**src/rtl/dmem_bus_pkg.sv**
```systemverilog
// -----------------------------------------------------------------------------
// dmem_bus_pkg
//   Shared definitions for the data-memory / memory-mapped I/O bus arbiter:
//   default bus geometry, I/O register byte addresses, the port-1 lock state
//   encoding and the address-decode select encoding.
// -----------------------------------------------------------------------------
package dmem_bus_pkg;

  // Default bus geometry
  localparam int DBITS_DEF      = 32;
  localparam int DMEM_WBITS_DEF = 11;   // 2048 data-memory words
  localparam int MAX_LOCK_DEF   = 64;   // longest burst port 1 may hold the bus

  // Memory-mapped I/O byte addresses (bits [1:0] are not decoded)
  localparam logic [31:0] ADDR_HEX  = 32'hF000_0000;  // 16-bit R/W
  localparam logic [31:0] ADDR_LEDR = 32'hF000_0004;  // 10-bit R/W
  localparam logic [31:0] ADDR_LEDG = 32'hF000_0008;  //  8-bit R/W
  localparam logic [31:0] ADDR_KEY  = 32'hF000_0010;  //  4-bit RO
  localparam logic [31:0] ADDR_SW   = 32'hF000_0014;  // 10-bit RO

  // Port-1 bus lock
  typedef enum logic [1:0] {
    UNLOCKED,
    LOCKED,
    COOLDOWN   // one cycle after a forced release: port 0 has strict priority
  } lock_state_e;

  // Target selected by the granted address
  typedef enum logic [2:0] {
    SEL_MEM,
    SEL_HEX,
    SEL_LEDR,
    SEL_LEDG,
    SEL_KEY,
    SEL_SW,
    SEL_NONE   // unmapped
  } sel_e;

endpackage

```
**src/rtl/io_sync2.sv**
```systemverilog
// -----------------------------------------------------------------------------
// io_sync2
//   Two-flop synchroniser for asynchronous input pins (KEY/SW). Each bit is
//   synchronised independently; the output lags the pin by two clock edges.
// Ports
//   clk    in   system clock
//   rst_n  in   asynchronous active-low reset, flops clear to 0
//   d_i    in   WIDTH raw asynchronous inputs
//   q_o    out  WIDTH synchronised outputs
// -----------------------------------------------------------------------------
module io_sync2 #(
  parameter int WIDTH = 1
) (
  input  logic             clk,
  input  logic             rst_n,
  input  logic [WIDTH-1:0] d_i,
  output logic [WIDTH-1:0] q_o
);

  logic [WIDTH-1:0] meta_q;
  logic [WIDTH-1:0] sync_q;

  // NOTE: sequential state uses non-blocking (<=) so both flops sample the
  // pre-edge values; blocking here would collapse the chain into one stage.
  always_ff @(posedge clk or negedge rst_n) begin
    if (!rst_n) begin
      meta_q <= '0;
      sync_q <= '0;
    end else begin
      meta_q <= d_i;
      sync_q <= meta_q;
    end
  end

  assign q_o = sync_q;

endmodule

```
**src/rtl/dmem_bus_arbiter.sv**
```systemverilog
// -----------------------------------------------------------------------------
// dmem_bus_arbiter
//   Shares the single-ported data memory and the memory-mapped I/O registers
//   between port 0 (processor load/store) and port 1 (debug/loader). One
//   access is accepted per cycle, round-robin between the ports; port 1 may
//   lock the bus for bursts of at most MAX_LOCK cycles. Owns the HEX/LEDR/LEDG
//   output registers and the KEY/SW synchronisers. Every read returns data
//   exactly one cycle after its grant.
// Ports
//   clk, reset              clock; asynchronous active-low reset
//   m0_*/m1_* req,we,addr,wdata   master requests (held until granted)
//   m1_lock                 port 1 requests exclusive ownership
//   m0_gnt, m1_gnt          access accepted this cycle (combinational)
//   m0_rvalid, m1_rvalid    read data valid, one cycle after a read grant
//   rdata                   shared read data, zero when no rvalid
//   mem_en/we/addr/wdata    data-memory request (grant cycle)
//   mem_rdata               data-memory read data, one cycle after mem_en
//   key_in, sw_in           raw KEY/SW pins
//   hex_out, ledr_out, ledg_out   I/O output registers
//   bus_err                 sticky flag: an unmapped address was accessed
// -----------------------------------------------------------------------------
module dmem_bus_arbiter
  import dmem_bus_pkg::*;
#(
  parameter int DBITS      = DBITS_DEF,
  parameter int DMEM_WBITS = DMEM_WBITS_DEF,
  parameter int MAX_LOCK   = MAX_LOCK_DEF
) (
  input  logic                  clk,
  input  logic                  reset,

  input  logic                  m0_req,
  input  logic                  m0_we,
  input  logic [DBITS-1:0]      m0_addr,
  input  logic [DBITS-1:0]      m0_wdata,
  input  logic                  m1_req,
  input  logic                  m1_we,
  input  logic [DBITS-1:0]      m1_addr,
  input  logic [DBITS-1:0]      m1_wdata,
  input  logic                  m1_lock,

  output logic                  m0_gnt,
  output logic                  m1_gnt,
  output logic                  m0_rvalid,
  output logic                  m1_rvalid,
  output logic [DBITS-1:0]      rdata,

  output logic                  mem_en,
  output logic                  mem_we,
  output logic [DMEM_WBITS-1:0] mem_addr,
  output logic [DBITS-1:0]      mem_wdata,
  input  logic [DBITS-1:0]      mem_rdata,

  input  logic [3:0]            key_in,
  input  logic [9:0]            sw_in,
  output logic [15:0]           hex_out,
  output logic [9:0]            ledr_out,
  output logic [7:0]            ledg_out,
  output logic                  bus_err
);

  localparam int CNT_W = $clog2(MAX_LOCK);

  localparam logic [DBITS-1:0] A_HEX  = DBITS'(ADDR_HEX);
  localparam logic [DBITS-1:0] A_LEDR = DBITS'(ADDR_LEDR);
  localparam logic [DBITS-1:0] A_LEDG = DBITS'(ADDR_LEDG);
  localparam logic [DBITS-1:0] A_KEY  = DBITS'(ADDR_KEY);
  localparam logic [DBITS-1:0] A_SW   = DBITS'(ADDR_SW);

  // ---------------------------------------------------------------------------
  // State
  // ---------------------------------------------------------------------------
  lock_state_e      state_q, state_d;
  logic [CNT_W-1:0] lock_cnt_q, lock_cnt_d;
  logic             rr_last_q, rr_last_d;   // last granted port (0 or 1)

  logic             gnt0, gnt1, g_valid;
  logic             g_we;
  logic [DBITS-1:0] g_addr, g_wdata;
  sel_e             g_sel;

  logic [3:0]       key_sync;
  logic [9:0]       sw_sync;

  logic [15:0]      hex_q;
  logic [9:0]       ledr_q;
  logic [7:0]       ledg_q;
  logic             bus_err_q;

  logic             rvalid0_q, rvalid1_q;
  logic             rd_mem_q;               // pending read is served by memory
  logic [DBITS-1:0] io_rdata_q, io_rd_val;

  // ---------------------------------------------------------------------------
  // Arbitration and lock FSM
  // ---------------------------------------------------------------------------
  // NOTE: every signal written here gets a default first; a path that leaves
  // one unassigned would infer a latch.
  always_comb begin
    gnt0       = 1'b0;
    gnt1       = 1'b0;
    state_d    = state_q;
    lock_cnt_d = lock_cnt_q;
    unique case (state_q)
      UNLOCKED: begin
        if (m0_req && m1_req) begin
          // Both requesting: the port that did not win last time goes.
          gnt0 = rr_last_q;
          gnt1 = !rr_last_q;
        end else begin
          gnt0 = m0_req;
          gnt1 = m1_req;
        end
        if (gnt1 && m1_lock) begin
          // The acquiring grant is the first cycle of the burst.
          state_d    = LOCKED;
          lock_cnt_d = CNT_W'(1);
        end
      end
      LOCKED: begin
        gnt1       = m1_req;
        lock_cnt_d = lock_cnt_q + 1'b1;
        if (!m1_lock) begin
          state_d    = UNLOCKED;
          lock_cnt_d = '0;
        end else if (lock_cnt_q == CNT_W'(MAX_LOCK - 1)) begin
          state_d    = COOLDOWN;
          lock_cnt_d = '0;
        end
      end
      COOLDOWN: begin
        gnt0    = m0_req;
        gnt1    = m1_req && !m0_req;
        state_d = UNLOCKED;
      end
      default: begin
        state_d    = UNLOCKED;
        lock_cnt_d = '0;
      end
    endcase
  end

  always_comb begin
    rr_last_d = rr_last_q;
    if (gnt1)      rr_last_d = 1'b1;
    else if (gnt0) rr_last_d = 1'b0;
  end

  always_ff @(posedge clk or negedge reset) begin
    if (!reset) begin
      state_q    <= UNLOCKED;
      lock_cnt_q <= '0;
      rr_last_q  <= 1'b0;
    end else begin
      state_q    <= state_d;
      lock_cnt_q <= lock_cnt_d;
      rr_last_q  <= rr_last_d;
    end
  end

  assign m0_gnt = gnt0;
  assign m1_gnt = gnt1;

  // ---------------------------------------------------------------------------
  // Granted request and address decode
  // ---------------------------------------------------------------------------
  assign g_valid = gnt0 || gnt1;
  assign g_we    = gnt1 ? m1_we    : m0_we;
  assign g_addr  = gnt1 ? m1_addr  : m0_addr;
  assign g_wdata = gnt1 ? m1_wdata : m0_wdata;

  always_comb begin
    g_sel = SEL_NONE;
    if (g_addr[DBITS-1:DMEM_WBITS+2] == '0)          g_sel = SEL_MEM;
    else if (g_addr[DBITS-1:2] == A_HEX[DBITS-1:2])  g_sel = SEL_HEX;
    else if (g_addr[DBITS-1:2] == A_LEDR[DBITS-1:2]) g_sel = SEL_LEDR;
    else if (g_addr[DBITS-1:2] == A_LEDG[DBITS-1:2]) g_sel = SEL_LEDG;
    else if (g_addr[DBITS-1:2] == A_KEY[DBITS-1:2])  g_sel = SEL_KEY;
    else if (g_addr[DBITS-1:2] == A_SW[DBITS-1:2])   g_sel = SEL_SW;
  end

  // Byte-lane bits do not take part in any decode.
  logic unused_addr_lsb;
  assign unused_addr_lsb = ^g_addr[1:0];

  assign mem_en    = g_valid && (g_sel == SEL_MEM);
  assign mem_we    = mem_en && g_we;
  assign mem_addr  = g_addr[DMEM_WBITS+1:2];
  assign mem_wdata = g_wdata;

  // ---------------------------------------------------------------------------
  // I/O registers and input synchronisers
  // ---------------------------------------------------------------------------
  io_sync2 #(.WIDTH(4)) u_key_sync (
    .clk  (clk),
    .rst_n(reset),
    .d_i  (key_in),
    .q_o  (key_sync)
  );

  io_sync2 #(.WIDTH(10)) u_sw_sync (
    .clk  (clk),
    .rst_n(reset),
    .d_i  (sw_in),
    .q_o  (sw_sync)
  );

  always_ff @(posedge clk or negedge reset) begin
    if (!reset) begin
      hex_q     <= '0;
      ledr_q    <= '0;
      ledg_q    <= '0;
      bus_err_q <= 1'b0;
    end else if (g_valid) begin
      if (g_we) begin
        // KEY/SW are read-only; unmapped writes are dropped.
        case (g_sel)
          SEL_HEX:  hex_q  <= g_wdata[15:0];
          SEL_LEDR: ledr_q <= g_wdata[9:0];
          SEL_LEDG: ledg_q <= g_wdata[7:0];
          default:  ;
        endcase
      end
      if (g_sel == SEL_NONE) bus_err_q <= 1'b1;
    end
  end

  assign hex_out  = hex_q;
  assign ledr_out = ledr_q;
  assign ledg_out = ledg_q;
  assign bus_err  = bus_err_q;

  // ---------------------------------------------------------------------------
  // Read return: memory data arrives one cycle after mem_en; register reads
  // are captured at the grant edge so both paths share the same latency.
  // ---------------------------------------------------------------------------
  always_comb begin
    io_rd_val = '0;
    case (g_sel)
      SEL_HEX:  io_rd_val = DBITS'(hex_q);
      SEL_LEDR: io_rd_val = DBITS'(ledr_q);
      SEL_LEDG: io_rd_val = DBITS'(ledg_q);
      SEL_KEY:  io_rd_val = DBITS'(key_sync);
      SEL_SW:   io_rd_val = DBITS'(sw_sync);
      default:  io_rd_val = '0;
    endcase
  end

  always_ff @(posedge clk or negedge reset) begin
    if (!reset) begin
      rvalid0_q  <= 1'b0;
      rvalid1_q  <= 1'b0;
      rd_mem_q   <= 1'b0;
      io_rdata_q <= '0;
    end else begin
      rvalid0_q <= gnt0 && !m0_we;
      rvalid1_q <= gnt1 && !m1_we;
      if (g_valid && !g_we) begin
        rd_mem_q   <= (g_sel == SEL_MEM);
        io_rdata_q <= io_rd_val;
      end
    end
  end

  always_comb begin
    rdata = '0;
    if (rvalid0_q || rvalid1_q) rdata = rd_mem_q ? mem_rdata : io_rdata_q;
  end

  assign m0_rvalid = rvalid0_q;
  assign m1_rvalid = rvalid1_q;

endmodule
```
**config.mk**
```make
export PLATFORM = sky130hd
export DESIGN_NAME = dmem_bus_arbiter
export DESIGN_NICKNAME = d
export VERILOG_FILES = /design/src/rtl/dmem_bus_pkg.sv /design/src/rtl/io_sync2.sv /design/src/rtl/dmem_bus_arbiter.sv
export SDC_FILE = /design/constraint.sdc
export NUM_CORES = 1
export LEC_CHECK = 0
export BUFFER_PORTS_ARGS = -buffer_cell sky130_fd_sc_hd__clkbuf_2
export CAP_MARGIN = 20
export CORE_ASPECT_RATIO = 1.75
export CORE_UTILIZATION = 34
export CTS_CLUSTER_DIAMETER = 30
export DETAILED_ROUTE_END_ITERATION = 10
export MAX_ROUTING_LAYER = met4
export PLACE_DENSITY = 0.67
export SYNTH_ARGS = -nofsm -noshare
export SYNTH_HDL_FRONTEND = slang
export SYNTH_SLANG_ARGS = --single-unit
```
**constraint.sdc**
```tcl
create_clock -name clk -period 7.57 [get_ports clk]
set_clock_uncertainty 0.2 [all_clocks]
set_input_delay 1.1355 -clock clk [delete_from_list [all_inputs] [get_ports clk]]
set_output_delay 1.1355 -clock clk [all_outputs]
set_load 0.02 [all_outputs]
```
==> flow_summary_export.csv, run 1 <==
group,metric,value,unit
setup_path,r2r_start,"state_q[0]",
sta,rsz0062_at_grt,"false",
final_layout,fillers,1307,
power_and_ir_drop,pwr-share-clk,33.7,%
sta,maxSlewViolCount,0,
sta,hold_ws,0.151,ns
logic_synthesis,avgSynthCellArea,9.00,µm²
detailed_routing,detail_route.wl_per_cell,17.7,µm
logic_synthesis,netlist_area,4600,µm²
power_and_ir_drop,power.internal,0.920,mW
final_layout,final_layout_size_suffix_gt1_share,42.4,%
detailed_routing,ant_nets,0,
detailed_routing,drcViolationCount,0,
placed_design,portBuffers,292,
power_and_ir_drop,pwr-share-comb,29.4,%
setup_path,cp-end-kind,"primary output",
global_route,grt_pass1_wl,25200,µm
setup_path,critPathMaxFanout,42,
clock_network,cts-htree-levels,3,
clock_network,clock_path_buffers,2,
power_and_ir_drop,power_density,215,nW/µm²
min_path,holdPathEnd,"u_sw_sync.q_o[3]",
power_and_ir_drop,power_leakage,3.66,nW
floorplanning,core.rowCount,55,
power_and_ir_drop,seq_power_share,36.9,%
run,cap_violations,0,
global_route,track_usage,25.0,%
setup_path,r2r_cells,7,
floorplanning,initial_core_util,35.2,%
detailed_routing,firstDrtPassIters,4,
final_layout,final_cell_area,6540,µm²
floorplanning,die_w,89.9,µm
global_route,antenna_found_initial,2,
clock_network,ctsResizeCount,0,
global_route,grt_max_degree,63,
clock_network,post_cts_buffers,0,
clock_network,clock_sinks,91,
logic_synthesis,async_flop_share,100,%
setup_path,cp.required,6.23,ns
sta,clock.fmax,204,MHz
setup_path,crit_arrival,3.56,ns
sta,finalSetupViolations,0,
power_and_ir_drop,switching_power,0.486,mW
floorplanning,coreArea,13100,µm²
min_path,hold_class,"register to register",
logic_synthesis,synth_cells,511,
detailed_routing,drt-initial-drc-count,211,
placed_design,routabilityCongestion,0.833,
logic_synthesis,synth_nets,693,
clock_network,clk_pin_slew,0.07,ns
setup_path,rrSetupSlack,3.64,ns
global_route,globalRoute.totalOverflow,0,
sta,period_needed,4.89,ns
outcome,run_status,"complete, no violations",
power_and_ir_drop,irDropWorstVdd,233,µV
sta,tightest_slew,0.857,ns
logic_synthesis,ys_warn_count,0,
setup_path,crit_type,"input pin to primary output",
floorplanning,num_io_pins,297,
placed_design,dp_hpwl,14100,µm
clock_network,clockRootBuffer,"clkbuf_16",
logic_synthesis,yosysSeqAreaShare,49.5,%
setup_path,r2r_end,"ledg_out[0]",
sta,max_slew_margin,42.7,%
sta,finalSetupTns,0,ns
logic_synthesis,synth_edf_count,0,
setup_path,start_kind,"input pin",
sta,timing.final.crit_share,64.6,%
placed_design,dpl-instance-area,6210,µm²
placed_design,pre_cts_ws,2.64,ns
sta,hold_viol,0,
logic_synthesis,ys.flop_type,"dfrtp_1",
clock_network,cts_buffers,9,
logic_synthesis,synth.distinct_cells,51,
detailed_routing,finalWirelength,17200,µm
power_and_ir_drop,switching_share,34.6,%
floorplanning,die_height,156,µm
detailed_routing,routed_via_density,4.95,
final_layout,area_growth,42.2,%
floorplanning,dieArea,14000,µm²
clock_network,clk_latency,0.34,ns
final_layout,final_nets,976,
clock_network,cts_hold_buffers,0,
global_route,grt_pass1_vias,4544,
power_and_ir_drop,finalPower,1.41,mW
min_path,min_from,"u_sw_sync.meta_q[3]",
clock_network,cts_tree,"built",
logic_synthesis,synth-seq-cells,91,
detailed_routing,vias,4811,
min_path,holdPathStages,0,
sta,setup_ws,2.68,ns
-- worst max-delay path by stage --
stage               slack [ns]  cells after the start            to    from
global route              2.45                      8        mem_we  m1_req
CTS                       2.63                      8        mem_we  m1_req
floorplan                 3.43                      6  mem_wdata[7]  m1_req
finish                    2.68                      8        mem_we  m1_req
detailed placement        2.64                      8        mem_we  m1_req
global placement          2.70                      8        mem_we  m1_req
-- power by group through the flow --
stage / Sequential, mW / Combinational (mW) / Clock, mW
3_5_place_dp: 0.529 / 0.416 / 0
3_3_place_gp: 0.529 / 0.413 / 0
5_1_grt: 0.522 / 0.449 / 0.501
4_1_cts: 0.520 / 0.417 / 0.484
2_1_floorplan: 0.521 / 0.243 / 0
6_report: 0.519 / 0.414 / 0.474
-- flip-flops by register name, indices dropped and copies added (netlist names), 6 cells and up --
register,flops
hex_out,16
io_rdata_q,16
ledr_out,10
u_sw_sync.meta_q,10
u_sw_sync.q_o,10
ledg_out,8
lock_cnt_q,6
-- layout by cell type (no fill, tap or decap), types with 4 or more instances in the layout --
cell type,n
nand2_1,163
nand3_1,6
o21ai_1,37
nor4_1,14
buf_4,8
nor2b_1,4
inv_1,13
mux2i_1,28
dfrtp_1,91
clkbuf_2,291
a222oi_1,8
a22o_1,8
and3_1,20
clkbuf_16,9
nand4_1,4
o21ai_0,9
nor2_1,24
a22oi_1,4
mux2_2,7
-- stage by stage --
| step | std cells | utilization, % |
|---|---|---|
| CTS | 970 | 50.0 |
| global route | 972 | 50.0 |
| detailed placement | 954 | 47.5 |
| global placement | 954 | 47.5 |
| finish | 972 | 50.0 |
| floorplan | 511 | - |
-- layout make-up --
type                            count  area (µm²)  share of cell area [%]
Inverter                           15        56.3                   0.861
Multi-Input combinational cell    378        2150                    32.9
Sequential cell                    91        2280                    34.8
Clock buffer                       11         253                    3.87
Antenna cell                        2        5.00                  0.0766
Tap cell                          171         214                    3.27
Clock inverter                      5        65.1                   0.995
Timing Repair Buffer              299        1520                    23.2
-- kinds of logic after synthesis --
group | share of synthesized area (%)
flops | 49.5
buf+inv | 3.86
mux | 8.03
compound gates | 12.8
fa+ha+maj | 0.272
simple gates | 25.5
-- critical path, stage by stage --
cell,delay (ns)
clkbuf_2,0.10
and2b_4,0.17
a21oi_4,0.65
inv_2,0.52
nor3_1,0.37
a21oi_1,0.16
nor2b_1,0.19
clkbuf_2,0.22
-- metal layers --
layer | up-vias | global-route usage, % | wire, µm
met1 | 2221 | 23.7 | 5890
met4 | 0 | 11.7 | 553
met5 | - | - | 0
met2 | 213 | 43.6 | 8850
li1 | 2348 | - | -
met3 | 29 | 11.0 | 1960
-- cells in the mapped netlist (all sizes together), types with 2 or more instances --
library cell	count	share of area, %
o31ai	4	0.65
nor4	14	1.9
a222oi	8	1.7
mux2i	29	6.3
or2	3	0.41
and3	20	2.7
nor3	6	0.98
nand3	6	0.65
nor2	24	2.0
nand2	163	13
buf	7	1.0
inv	15	1.2
nand4	4	0.54
nor3b	2	0.44
nor2b	4	0.54
a21oi	3	0.57
a22o	8	1.5
nor4b	2	0.52
a221o	2	0.44
dfrtp	91	50
mux2	7	1.7
o21ai	46	5.0
a22oi	4	0.65
nand2b	2	0.27
clkbuf	20	1.6
No activity file was read; power rests on OpenSTA's default activity.
==> run 2, diff against run 1 <==
--- a/config.mk
+++ b/config.mk
@@ -5,6 +5,7 @@
 export SDC_FILE = /design/constraint.sdc
 export NUM_CORES = 1
 export LEC_CHECK = 0
+export ABC_AREA = 1
 export BUFFER_PORTS_ARGS = -buffer_cell sky130_fd_sc_hd__clkbuf_2
 export CAP_MARGIN = 20
 export CORE_ASPECT_RATIO = 1.75
==> constraint.sdc (replaced) <==
create_clock -name clk -period 4.1 [get_ports clk]
set_clock_uncertainty 0.2 [all_clocks]
set_input_delay 0.615 -clock clk [delete_from_list [all_inputs] [get_ports clk]]
set_output_delay 0.615 -clock clk [all_outputs]
set_load 0.02 [all_outputs]
==> run 2 against run 1 <==
  * Setup slack got worse by 2.2 ns
  * Global-route usage fell by 3.9 points
  * Critical path depth increased by 4
  * Worst hold slack worse by 0.0041 ns
  * Highest routed layer unchanged
  * Die area is 16% higher
  * Critical path type is now register to primary output
  * Largest power group unchanged
  * Clock power increased by 80%
==> flow_summary_export.csv, run 2 <==
group,metric,value,unit
sta,rsz0062_at_grt,"false",
logic_synthesis,netlist_area,5340,µm²
floorplanning,die_w,96.8,µm
clock_network,clock_sinks,91,
logic_synthesis,avgSynthCellArea,6.90,µm²
detailed_routing,finalWirelength,16700,µm
logic_synthesis,synth_area_leaders,"dfrtp_1 43%, nand2_1 25%, inv_1 5.0%",
final_layout,fin_cells,1240,
clock_network,clk_pin_slew,0.06,ns
final_layout,num_antenna_cells,0,
setup_path,cp-end-kind,"primary output",
global_route,grt_max_degree,75,
power_and_ir_drop,power_leakage,4.14,nW
logic_synthesis,synth.distinct_cells,34,
global_route,globalRoute.totalOverflow,0,
logic_synthesis,synth_cells,774,
sta,period_needed,3.59,ns
final_layout,regArea,2280,µm²
placed_design,dp_hpwl,13200,µm
clock_network,clock_path_buffers,2,
logic_synthesis,synth_nets,956,
floorplanning,coreArea,15400,µm²
floorplanning,num_io_pins,297,
final_layout,final_cell_area,7200,µm²
clock_network,cts_buffers,9,
logic_synthesis,ys_warn_count,0,
setup_path,start_kind,"register",
final_layout,area_growth,34.7,%
logic_synthesis,synth-seq-cells,91,
sta,clock.fmax,278,MHz
clock_network,clk_latency,0.34,ns
detailed_routing,routed_via_density,4.71,
sta,tightest_slew,0.915,ns
clock_network,cts_tree,"built",
run,cap_violations,0,
logic_synthesis,synth_edf_count,0,
floorplanning,dieArea,16200,µm²
placed_design,routabilityCongestion,0.876,
floorplanning,initial_core_util,34.7,%
outcome,run_status,"complete, no violations",
placed_design,placed_cells,1225,
floorplanning,die_height,168,µm
clock_network,cts_hold_buffers,0,
global_route,track_usage,21.2,%
sta,finalSetupTns,0,ns
final_layout,fillers,1611,
clock_network,cts-htree-levels,3,
sta,hold_viol,0,
final_layout,multi_input_area,2570,µm²
power_and_ir_drop,power_density,353,nW/µm²
sta,finalSetupViolations,0,
clock_network,post_cts_buffers,0,
power_and_ir_drop,irDropWorstVdd,219,µV
global_route,antenna_found_initial,0,
global_route,grt_pass1_vias,5429,
min_path,hold_class,"register to register",
final_layout,utilization,46.8,%
detailed_routing,drt-initial-drc-count,196,
logic_synthesis,ys.flop_type,"dfrtp_1",
logic_synthesis,async_flop_share,100,%
logic_synthesis,synth_most_common_cell,"nand2_1",
setup_path,crit_type,"register to primary output",
logic_synthesis,synth_top_area_share,42.6,%
detailed_routing,vias,5842,
final_layout,layout_commonest_cell,"nand2_1",
placed_design,dpl-instance-area,6880,µm²
clock_network,clockRootBuffer,"clkbuf_16",
logic_synthesis,yosysSeqAreaShare,42.6,%
clock_network,ctsResizeCount,0,
floorplanning,core.rowCount,60,
setup_path,critPathMaxFanout,22,
setup_path,crit_arrival,2.78,ns
setup_path,cp.required,3.28,ns
detailed_routing,ant_nets,0,
final_layout,final_layout_size_suffix_gt1_share,33.1,%
global_route,grt_pass1_wl,26500,µm
placed_design,portBuffers,292,
detailed_routing,detail_route.wl_per_cell,13.5,µm
logic_synthesis,yosysTopAreaCell,"dfrtp_1",
detailed_routing,firstDrtPassIters,4,
sta,timing.final.crit_share,87.6,%
final_layout,mostFrequentLayoutCells,"349 x nand2_1, 291 x clkbuf_2, 91 x dfrtp_1",
final_layout,final_nets,1232,
detailed_routing,drcViolationCount,0,
sta,maxSlewViolCount,0,
sta,max_slew_margin,39.0,%
logic_synthesis,synth_common_cells,"349 x nand2_1, 91 x dfrtp_1, 71 x inv_1",
-- run 2: cell families (layout without fill, tap and decap cells) --
| group | Yosys count | count (layout) | synth area share (%) |
|---|---|---|---|
| simple gates | 501 | 501 | 40.1 |
| buf+inv | 108 | 388 | 9.25 |
| flops | 91 | 91 | 42.6 |
| compound gates | 73 | 73 | 7.80 |
| fa+ha+maj | 1 | 1 | 0.234 |
-- run 2: area by class of cell --
type                       instances  area share (%)
multi-input combinational        575            35.8
sequential                        91            31.6
timing repair buffer             300            21.2
inverter                          73            3.81
clock buffer                      12            3.70
tap                              186            3.23
clock inverter                     3           0.643
-- run 2: routing by layer --
| metal | global-route usage [%] | vias up | wire (µm) |
|---|---|---|---|
| li1 | - | 2961 | - |
| met1 | 23.1 | 2604 | 6570 |
| met2 | 38.1 | 239 | 8720 |
| met3 | 3.57 | 38 | 914 |
| met4 | 8.05 | 0 | 516 |
| met5 | - | - | 0 |
-- run 2: worst paths after layout --
kind	from	end	slack, ns	cells after the start
worst min-delay path	u_sw_sync.meta_q[6]	u_sw_sync.q_o[6]	0.15	0
worst max register to register	state_q[1]	hex_out[5]	0.66	13
max in group asynchronous	reset	io_rdata_q[1]	2.68	2
worst min register to register	u_sw_sync.meta_q[6]	u_sw_sync.q_o[6]	0.15	0
min in group asynchronous	reset	u_sw_sync.meta_q[9]	0.19	1
worst max-delay path	state_q[1]	mem_we	0.51	12
-- run 2: critical path, cell delays in order (launching register included) --
cell	delay, ns
dfrtp_1	0.46
nand2_1	0.10
inv_1	0.04
nor2_1	0.09
nand2_1	0.47
nand3_1	0.22
nand2_1	0.07
inv_1	0.06
nand2_1	0.07
nor3b_1	0.27
nand3b_1	0.19
nor3_1	0.18
clkbuf_2	0.21
-- run 2: report_power, final --
group,switching [mW],internal (mW)
combinational,0.509,0.227
sequential,0.0229,0.929
clock,0.336,0.520
total,0.868,1.68
-- run 2: stage by stage --
step                      setup slack [ns]  power [mW]  hold slack (ns)
after CTS                            0.508        2.57            0.148
final                                0.509        2.54            0.147
after global routing                 0.290        2.68            0.157
after detailed placement             0.471        1.71            0.135
after global placement               0.502        1.70            0.135
after floorplan                       1.11        1.43            0.119
